File: config.mk
export PLATFORM = sky130hd
export DESIGN_NAME = movement_scheduler
export DESIGN_NICKNAME = d
export VERILOG_FILES = /design/src/rtl/movement_scheduler.sv
export SDC_FILE = /design/constraint.sdc
export NUM_CORES = 1
export LEC_CHECK = 0
export ABC_AREA = 1
export CAP_MARGIN = 0
export CORE_MARGIN = 8
export CORE_UTILIZATION = 25
export CTS_CLUSTER_SIZE = 12
export DETAILED_ROUTE_END_ITERATION = 10
export PLACE_DENSITY = 0.46
export SLEW_MARGIN = 20
export SYNTH_ARGS = -nofsm -noshare
export SYNTH_HDL_FRONTEND = slang
export SYNTH_SLANG_ARGS = --single-unit
File: constraint.sdc
create_clock -name clk -period 2.6 [get_ports clk]
set_clock_uncertainty 0.1 [all_clocks]
set_input_delay 0.39 -clock clk [delete_from_list [all_inputs] [get_ports clk]]
set_output_delay 0.39 -clock clk [all_outputs]
set_load 0.01 [all_outputs]
File: src/rtl/movement_scheduler.sv
// -----------------------------------------------------------------------------
// movement_scheduler
//   Arbitrates between a manual (A, high-priority) and an autonomous (B,
//   low-priority) movement request stream and drives a single registered
//   movement code to the motor controller. Each movement runs for a number of
//   duration ticks, followed by a motor dead-time with the stop code applied.
//   A manual request may preempt a running autonomous movement; an emergency
//   stop forces the stop code and discards any pending work.
//
// Ports
//   clk            sole clock, rising edge
//   rst            asynchronous active-low reset
//   estop          synchronous emergency stop, highest priority
//   a_valid/a_ready, a_move[3:0], a_dur[7:0]   manual request handshake
//   b_valid/b_ready, b_move[3:0], b_dur[7:0]   autonomous request handshake
//   movement_sel[3:0]  registered movement code to the motor controller
//   busy               high in every state except IDLE
//   active_src         source of current/last movement (0 = A, 1 = B)
//   done               one-cycle pulse on natural completion of a movement
// -----------------------------------------------------------------------------
module movement_scheduler #(
    parameter int         TICK_DIV   = 1000,
    parameter int         DEAD_TICKS = 2,
    parameter logic [3:0] STOP_CODE  = 4'h0
) (
    input  logic       clk,
    input  logic       rst,
    input  logic       estop,
    input  logic       a_valid,
    output logic       a_ready,
    input  logic [3:0] a_move,
    input  logic [7:0] a_dur,
    input  logic       b_valid,
    output logic       b_ready,
    input  logic [3:0] b_move,
    input  logic [7:0] b_dur,
    output logic [3:0] movement_sel,
    output logic       busy,
    output logic       active_src,
    output logic       done
);

    localparam int               CNT_W     = $clog2(TICK_DIV);
    localparam logic [CNT_W-1:0] CNT_MAX   = CNT_W'(TICK_DIV - 1);
    localparam logic [7:0]       DEAD_LEFT = 8'(DEAD_TICKS);

    typedef enum logic [1:0] {
        S_IDLE  = 2'd0,
        S_RUN   = 2'd1,
        S_DEAD  = 2'd2,
        S_ESTOP = 2'd3
    } state_t;

    state_t           r_state;
    state_t           w_state_nxt;
    logic [CNT_W-1:0] r_tick_cnt;
    logic [7:0]       r_left;        // ticks remaining in the current RUN/DEAD phase
    logic [3:0]       r_movement_sel;
    logic             r_done;
    logic             r_active_src;
    logic             r_pend_vld;
    logic [3:0]       r_pend_move;
    logic [7:0]       r_pend_dur;

    logic             w_a_ready;
    logic             w_b_ready;
    logic             w_a_fire;
    logic             w_b_fire;
    logic             w_tick;
    logic             w_last;
    logic [3:0]       w_load_move;
    logic [7:0]       w_load_dur;
    logic [7:0]       w_load_left;

    assign w_tick = (r_tick_cnt == CNT_MAX);
    // Idle/ESTOP keep r_left at 0, so this only fires at the end of RUN/DEAD.
    assign w_last = w_tick && (r_left == 8'd1);

    // A movement entering RUN from DEAD is always the held preemptor.
    assign w_load_move = (r_state == S_DEAD) ? r_pend_move :
                         (w_a_fire ? a_move : b_move);
    assign w_load_dur  = (r_state == S_DEAD) ? r_pend_dur :
                         (w_a_fire ? a_dur : b_dur);
    assign w_load_left = (w_load_dur == 8'd0) ? 8'd1 : w_load_dur;

    always_comb begin
        w_state_nxt = r_state;
        w_a_ready   = 1'b0;
        w_b_ready   = 1'b0;

        case (r_state)
            S_IDLE: begin
                w_a_ready = !estop;
                w_b_ready = !estop && !a_valid;
            end
            S_RUN:   w_a_ready = !estop && r_active_src && !r_pend_vld;
            default: ;
        endcase

        if (!rst) begin
            w_a_ready = 1'b0;
            w_b_ready = 1'b0;
        end

        w_a_fire = a_valid && w_a_ready;
        w_b_fire = b_valid && w_b_ready;

        case (r_state)
            S_IDLE:  if (w_a_fire || w_b_fire) w_state_nxt = S_RUN;
            S_RUN:   if (w_a_fire || w_last)   w_state_nxt = S_DEAD;
            S_DEAD:  if (w_last) w_state_nxt = r_pend_vld ? S_RUN : S_IDLE;
            S_ESTOP: if (!estop)  w_state_nxt = S_DEAD;
            default: w_state_nxt = S_IDLE;
        endcase

        if (estop) w_state_nxt = S_ESTOP;
    end

    always_ff @(posedge clk or negedge rst) begin
        if (!rst) begin
            r_state        <= S_IDLE;
            r_tick_cnt     <= '0;
            r_left         <= 8'd0;
            r_movement_sel <= STOP_CODE;
            r_done         <= 1'b0;
            r_active_src   <= 1'b0;
            r_pend_vld     <= 1'b0;
            r_pend_move    <= 4'd0;
            r_pend_dur     <= 8'd0;
        end else begin
            r_state <= w_state_nxt;

            // Every phase change restarts the tick divider from zero.
            if ((w_state_nxt != r_state) || ((r_state != S_RUN) && (r_state != S_DEAD)))
                r_tick_cnt <= '0;
            else if (w_tick)
                r_tick_cnt <= '0;
            else
                r_tick_cnt <= r_tick_cnt + 1'b1;

            if ((w_state_nxt == S_RUN) && (r_state != S_RUN))
                r_left <= w_load_left;
            else if ((w_state_nxt == S_DEAD) && (r_state != S_DEAD))
                r_left <= DEAD_LEFT;
            else if (w_state_nxt != r_state)
                r_left <= 8'd0;
            else if (w_tick && ((r_state == S_RUN) || (r_state == S_DEAD)))
                r_left <= r_left - 8'd1;

            if ((w_state_nxt == S_RUN) && (r_state != S_RUN))
                r_movement_sel <= w_load_move;
            else if (w_state_nxt != S_RUN)
                r_movement_sel <= STOP_CODE;

            // Preemption also leaves RUN for DEAD but is not a natural end.
            r_done <= (r_state == S_RUN) && (w_state_nxt == S_DEAD) && !w_a_fire;

            if (w_state_nxt == S_ESTOP) begin
                r_pend_vld <= 1'b0;
            end else if ((r_state == S_RUN) && w_a_fire) begin
                r_pend_vld  <= 1'b1;
                r_pend_move <= a_move;
                r_pend_dur  <= a_dur;
            end else if ((r_state == S_DEAD) && (w_state_nxt == S_RUN)) begin
                r_pend_vld <= 1'b0;
            end

            if ((r_state == S_IDLE) && (w_state_nxt == S_RUN))
                r_active_src <= !w_a_fire;
            else if ((r_state == S_DEAD) && (w_state_nxt == S_RUN))
                r_active_src <= 1'b0;
        end
    end

    assign a_ready      = w_a_ready;
    assign b_ready      = w_b_ready;
    assign movement_sel = r_movement_sel;
    assign busy         = (r_state != S_IDLE);
    assign active_src   = r_active_src;
    assign done         = r_done;

endmodule

* Word level (Yosys, flattened, before mapping) *
Cells that the tools add are included.

cells by class
  reductions and logical operators = 31
  add/sub/neg operators = 2
  eq/ne operators = 12
  bitwise gates (word level) = 1
  mux-type cells = 27

operator list
  operator                 number
  $mux W8                  7
  $mux W10                 2
  $mux W4                  4
  $logic_and A1 B1 Y1      15
  $add A10 B1 Y10 const B  1
  $eq A10 B10 Y1 const B   1
  $eq A2 B2 Y1 const B     4
  $eq A8 B1 Y1 const B     1
  $logic_not A8 Y1         1
  $mux W1                  8
  $mux W2                  4
  $pmux W2 S4              1
  $sub A8 B1 Y8 const B    1
  $reduce_bool A2 Y1       3
  $eq A2 B1 Y1 const B     2
  $logic_not A1 Y1         4
  $logic_or A1 B1 Y1       4
  $ne A2 B1 Y1 const B     2
  $reduce_bool A4 Y1       1
  $reduce_bool A3 Y1       1
  $logic_not A2 Y1         1
  $ne A2 B2 Y1             1
  $ne A2 B2 Y1 const B     1
  $pmux W1 S2              1
  2 further kinds          2

word-level totals
  input port bits = 29
  output and inout bits = 9
  register bits = 39
  word-level logic and storage cells = 82

* Depth between registers and ports, before layout *
  depth in word-level cells = 15
  depth in mapped cells = 21

* Worst setup path after synthesis *
OpenSTA, ideal clock, no wires.

  path type = register to register
  start point = register r_state[1]
  end point = register r_left[0]
  period minus slack after synthesis = 2.321 ns
  data arrival time = 2.104 ns
  stages on the path, launching flop included = 20
  buffers on the path = 1
  setup time = 0.117 ns
  setup slack = 0.279 ns
  data required time = 2.383 ns
  cell sequence = dfrtp_1 > inv_1 > ha_1 > buf_6 > nand2_2 > inv_2 > nand2_1 > nand2_2 > nand3_4 > nand3_1 > a21oi_2 > nand2_4 > nand2_1 > nand2_2 > nor2_8 > nand2_4 > clkinv_4 > nand2_4 > nand2_1 > nand2_1

between the ends
  word-level cells in the longest chain between the ends = 12

ends and longest elaborated chain
  element                                           RTL line  source
  start: declaration                                54        state_t r_state;
  start signal: assignment                          131       r_state <= w_state_nxt;
  $eq A2 B1 Y1 or $logic_not A2 Y1 (tied branches)  91, 108
  $pmux W1 S2 or $mux W1 (tied branches)            91        case (r_state)
  $mux W1                                           100       if (!rst) begin
  $logic_and A1 B1 Y1, on equally long branches     105, 106
  $logic_or A1 B1 Y1, on equally long branches      110, 109
  $mux W2, on equally long branches                 110, 109
  $pmux W2 S4 (*)                                   108       case (r_state)
  $mux W2 (*)                                       116       if (estop) w_state_nxt = S_ESTOP;
  net w_state_nxt[0]                                55        state_t w_state_nxt;
  $ne A2 B2 Y1 or $eq A2 B2 Y1 (tied branches)      145, 143
  $mux W8 or $logic_and A1 B1 Y1 (tied branches)    145, 143
  $mux W8                                           143       else if ((w_state_nxt == S_DEAD) && (r_state != S_DEAD))
  $mux W8                                           141       if ((w_state_nxt == S_RUN) && (r_state != S_RUN))
  end signal: assignment                            142       r_left <= w_load_left;
  end signal: assignment                            148       r_left <= r_left - 8'd1;
  end: declaration                                  57        logic [7:0] r_left;

The timed path passes the listed nets; every way through them passes the cells marked *.
A chain may end at the register's enable or synchronous reset.

* Worst setup path in the final report *
  start point = register r_state[1]
  end point = output a_ready

between the ends
  word-level cells in the longest chain between the ends = 3

ends and longest elaborated chain
  element                                           RTL line  source
  $eq A2 B1 Y1 or $logic_not A2 Y1 (tied branches)  91
  $pmux W1 S2 (*)                                   91
  $mux W1 (*)                                       100
  end: declaration                                  30        output logic a_ready,

Every way passes the cells marked *; elsewhere a longest branch is shown, timed or not.

==> out/results.txt <==
die height: 119 um
CP Cell Sequence: inv_1 > ha_1 > nand2_2 > inv_2 > nand2_1 > nand2_2 > and2_1 > clkdlybuf4s50_1
Comb pwr share: 0.570
post-DR vias/cell: 4.34
initial DRC count: 166
H-tree Lvls: 2
Inserted Diodes: 0
NumNets Final: 417
setup TNS: 0 ps
# IOs: 38
final hold vios: 0
Pwr Density: 855 nW/um2
Vias: 2,242
Hold Slack: 127 ps
Crit Path Max Fanout: 5
final global-route overflow total: 0
Crit Path Class: flop to output port
CP Launch Type: flop
Reg power frac: 0.286
number of global-route vias before repair: 2,272
IO Port Bufs: 37
area grow syn2layout: 25.2%
Pint: 1.51 mW
number of max-cap violations: 0
post-CTS sizing: 0
register area: 977 um2
design area: 3300 um2
CP required: 2110 ps
Syn Nets: 371
mean routed wirelength per cell: 12.4 um
post-route setup slack: 167 ps
max-slew violations: 0
Starting Density: 0.257
Slew @ Worst Pin: 749 ps
Clock Latency Late Sink: 300 ps
Initial DRT Pass Iterations: 4
dpl ws: 28.6 ps
Final ANT Viol Nets: 0
Distinct cells, synth: 43
Post-synth EDFFs: 0
share of cells above drive strength 1: 0.160
die area: 14,100 um2
clock power share: 0.144
Async SR Flop Fraction: 1.00
Switching Share: 0.465
top-count cell post-synth: nand2_1
LEAKAGE: 1.53 nW
Die X: 119 um
unrepaired setup endpoints after global routing: no
register area share after synthesis: 0.370
cell mode on critical path: nand2_2
Non-Filler Instances: 517
period utilization: 0.936
Switch Pwr: 1.31 mW
Yosys top cell by area: dfrtp_1
root buffer cell: clkbuf_8
Worst Path Buf+Inv: 3
yosys warns: 0
total track usage: 0.0960
multi-input logic area: 1450 um2
Mean Syn Cell Area: 7.89 um2
fillers: 1,127
initial antenna violation count: 0
dpl cells: 509
Post-CTS Setup Repair Bufs: 0
Post-Synthesis Cells: 334
Core Area: 10,300 um2
proportion of netlist area held by the largest area contributor: 0.370
total power: 2.82 mW
critical path's top delay family: buffers and inverters
fmax: 411 MHz
peak supply drop: 0.000273 V
dominant synthesized flop cell: dfrtp_1
CTS tree: yes
Placed Area: 3210 um2
cts bufs inserted: 5
largest net degree at the start of global routing: 40
hold buffer count at cts: 0
synth top area cells: dfrtp_1 37%, nand2_1 11%, nand3_1 4.6%, inv_1 4.6%, nor2_1 4.3%
Post-DP HPWL: 4980 um
total length of routed wires: 6400 um
Reg clk slew, reported paths: 70 ps
Post-synth top cells: 77 x nand2_1, 39 x dfrtp_1, 32 x inv_1, 30 x nor2_1, 24 x nand3_1
Setup Viol. Count Final: 0
Netlist Area Pre-Place: 2640 um2
routability congestion estimate: 0.782
critical path's slowest cell: clkdlybuf4s50_1
# clock sinks: 39
CP max stage delay: 530 ps
worst relative slew slack: 0.496
num rows: 37
final core utilization: 0.321
DR DRC count: 0
status: completed
Tmin final: 2430 ps
Tightest Hold Check Type: input port to async pin
first-pass GRT wire length: 11,200 um
Crit. End Element: output port
clk buf depth: 2
Critical Path AT: 1940 ps
Synth Register Bits: 39
## routing by layer
metal  up-vias  GRT usage  wire [um]
met2        42      0.146       2770
met4         0     0.0237         67
met3         7     0.0248        237
met1      1004      0.132       3330
li1       1189          -          -
met5         -          0          0
## state kept, by name (all words and copies together) (netlist names)
signal and count:
movement_sel 4, r_pend_dur 8, r_left 8, r_tick_cnt 10, r_pend_vld 1, r_pend_move 4, r_state 2, done 1
active_src 1
## cells by family after synthesis
logic type / synth area share
buffers and inverters: 0.0807
AND/OR/NAND/NOR: 0.355
adder cells (fa/ha/maj): 0.0380
AO/OA/AOI/OAI: 0.125
XOR/XNOR: 0.0266
multiplexers: 0.00427
flip-flops: 0.370
## layout by cell type, fill, tap and decap left out, drive strengths merged
cell type      synthesis  routed
o211ai                 7       7
a32o                   1       1
clkbuf                 3       7
clkinv                 1       2
inv                   39      39
nor3                   5       5
nand2                 90      90
nand4                  7       7
nand3b                 2       2
nor2                  34      34
xnor2                  4       4
o31ai                  3       3
ha                     8       8
and2                   1       1
nand3                 29      29
a211oi                 6       6
buf                    6      12
xor2                   4       4
dfrtp                 39      39
or2                    6       6
a21oi                  5       5
nor3b                  1       1
mux2                   1       1
nor4                   3       3
a21boi                 1       1
o21ai                 28      28
clkdlybuf4s50          0      36
## power groups by stage
stage          logic, mW  registers [mW]  clock network (mW)
2_1_floorplan       1.18           0.809                   0
3_3_place_gp        1.63           0.813                   0
3_5_place_dp        1.62           0.814                   0
4_1_cts             1.63           0.803               0.431
5_1_grt             1.82           0.821               0.457
6_report            1.61           0.806               0.406
## final timing paths
path	start	end	slack, ps	cells after the start
min in group clk	r_tick_cnt[0]$_DFF_PN0_	r_tick_cnt[0]$_DFF_PN0_	360	1
worst min register to register	r_tick_cnt[0]$_DFF_PN0_	r_tick_cnt[0]$_DFF_PN0_	360	1
worst max register to register	r_state[1]$_DFF_PN0_	r_left[0]$_DFFE_PN0P_	230	17
worst min-delay path	rst	active_src$_DFFE_PN0P_	130	2
max in group asynchronous	rst	r_state[0]$_DFF_PN0_	1880	2
worst max-delay path	r_state[1]$_DFF_PN0_	a_ready	170	8
## cell type report
cell class                 instances  area share
clock buffer                       7      0.0231
inverter                          40      0.0478
tap                              136      0.0516
timing repair buffer              48       0.140
multi-input combinational        246       0.440
sequential                        39       0.296
clock inverter                     1     0.00152
Power figures use the tool's default switching activity.
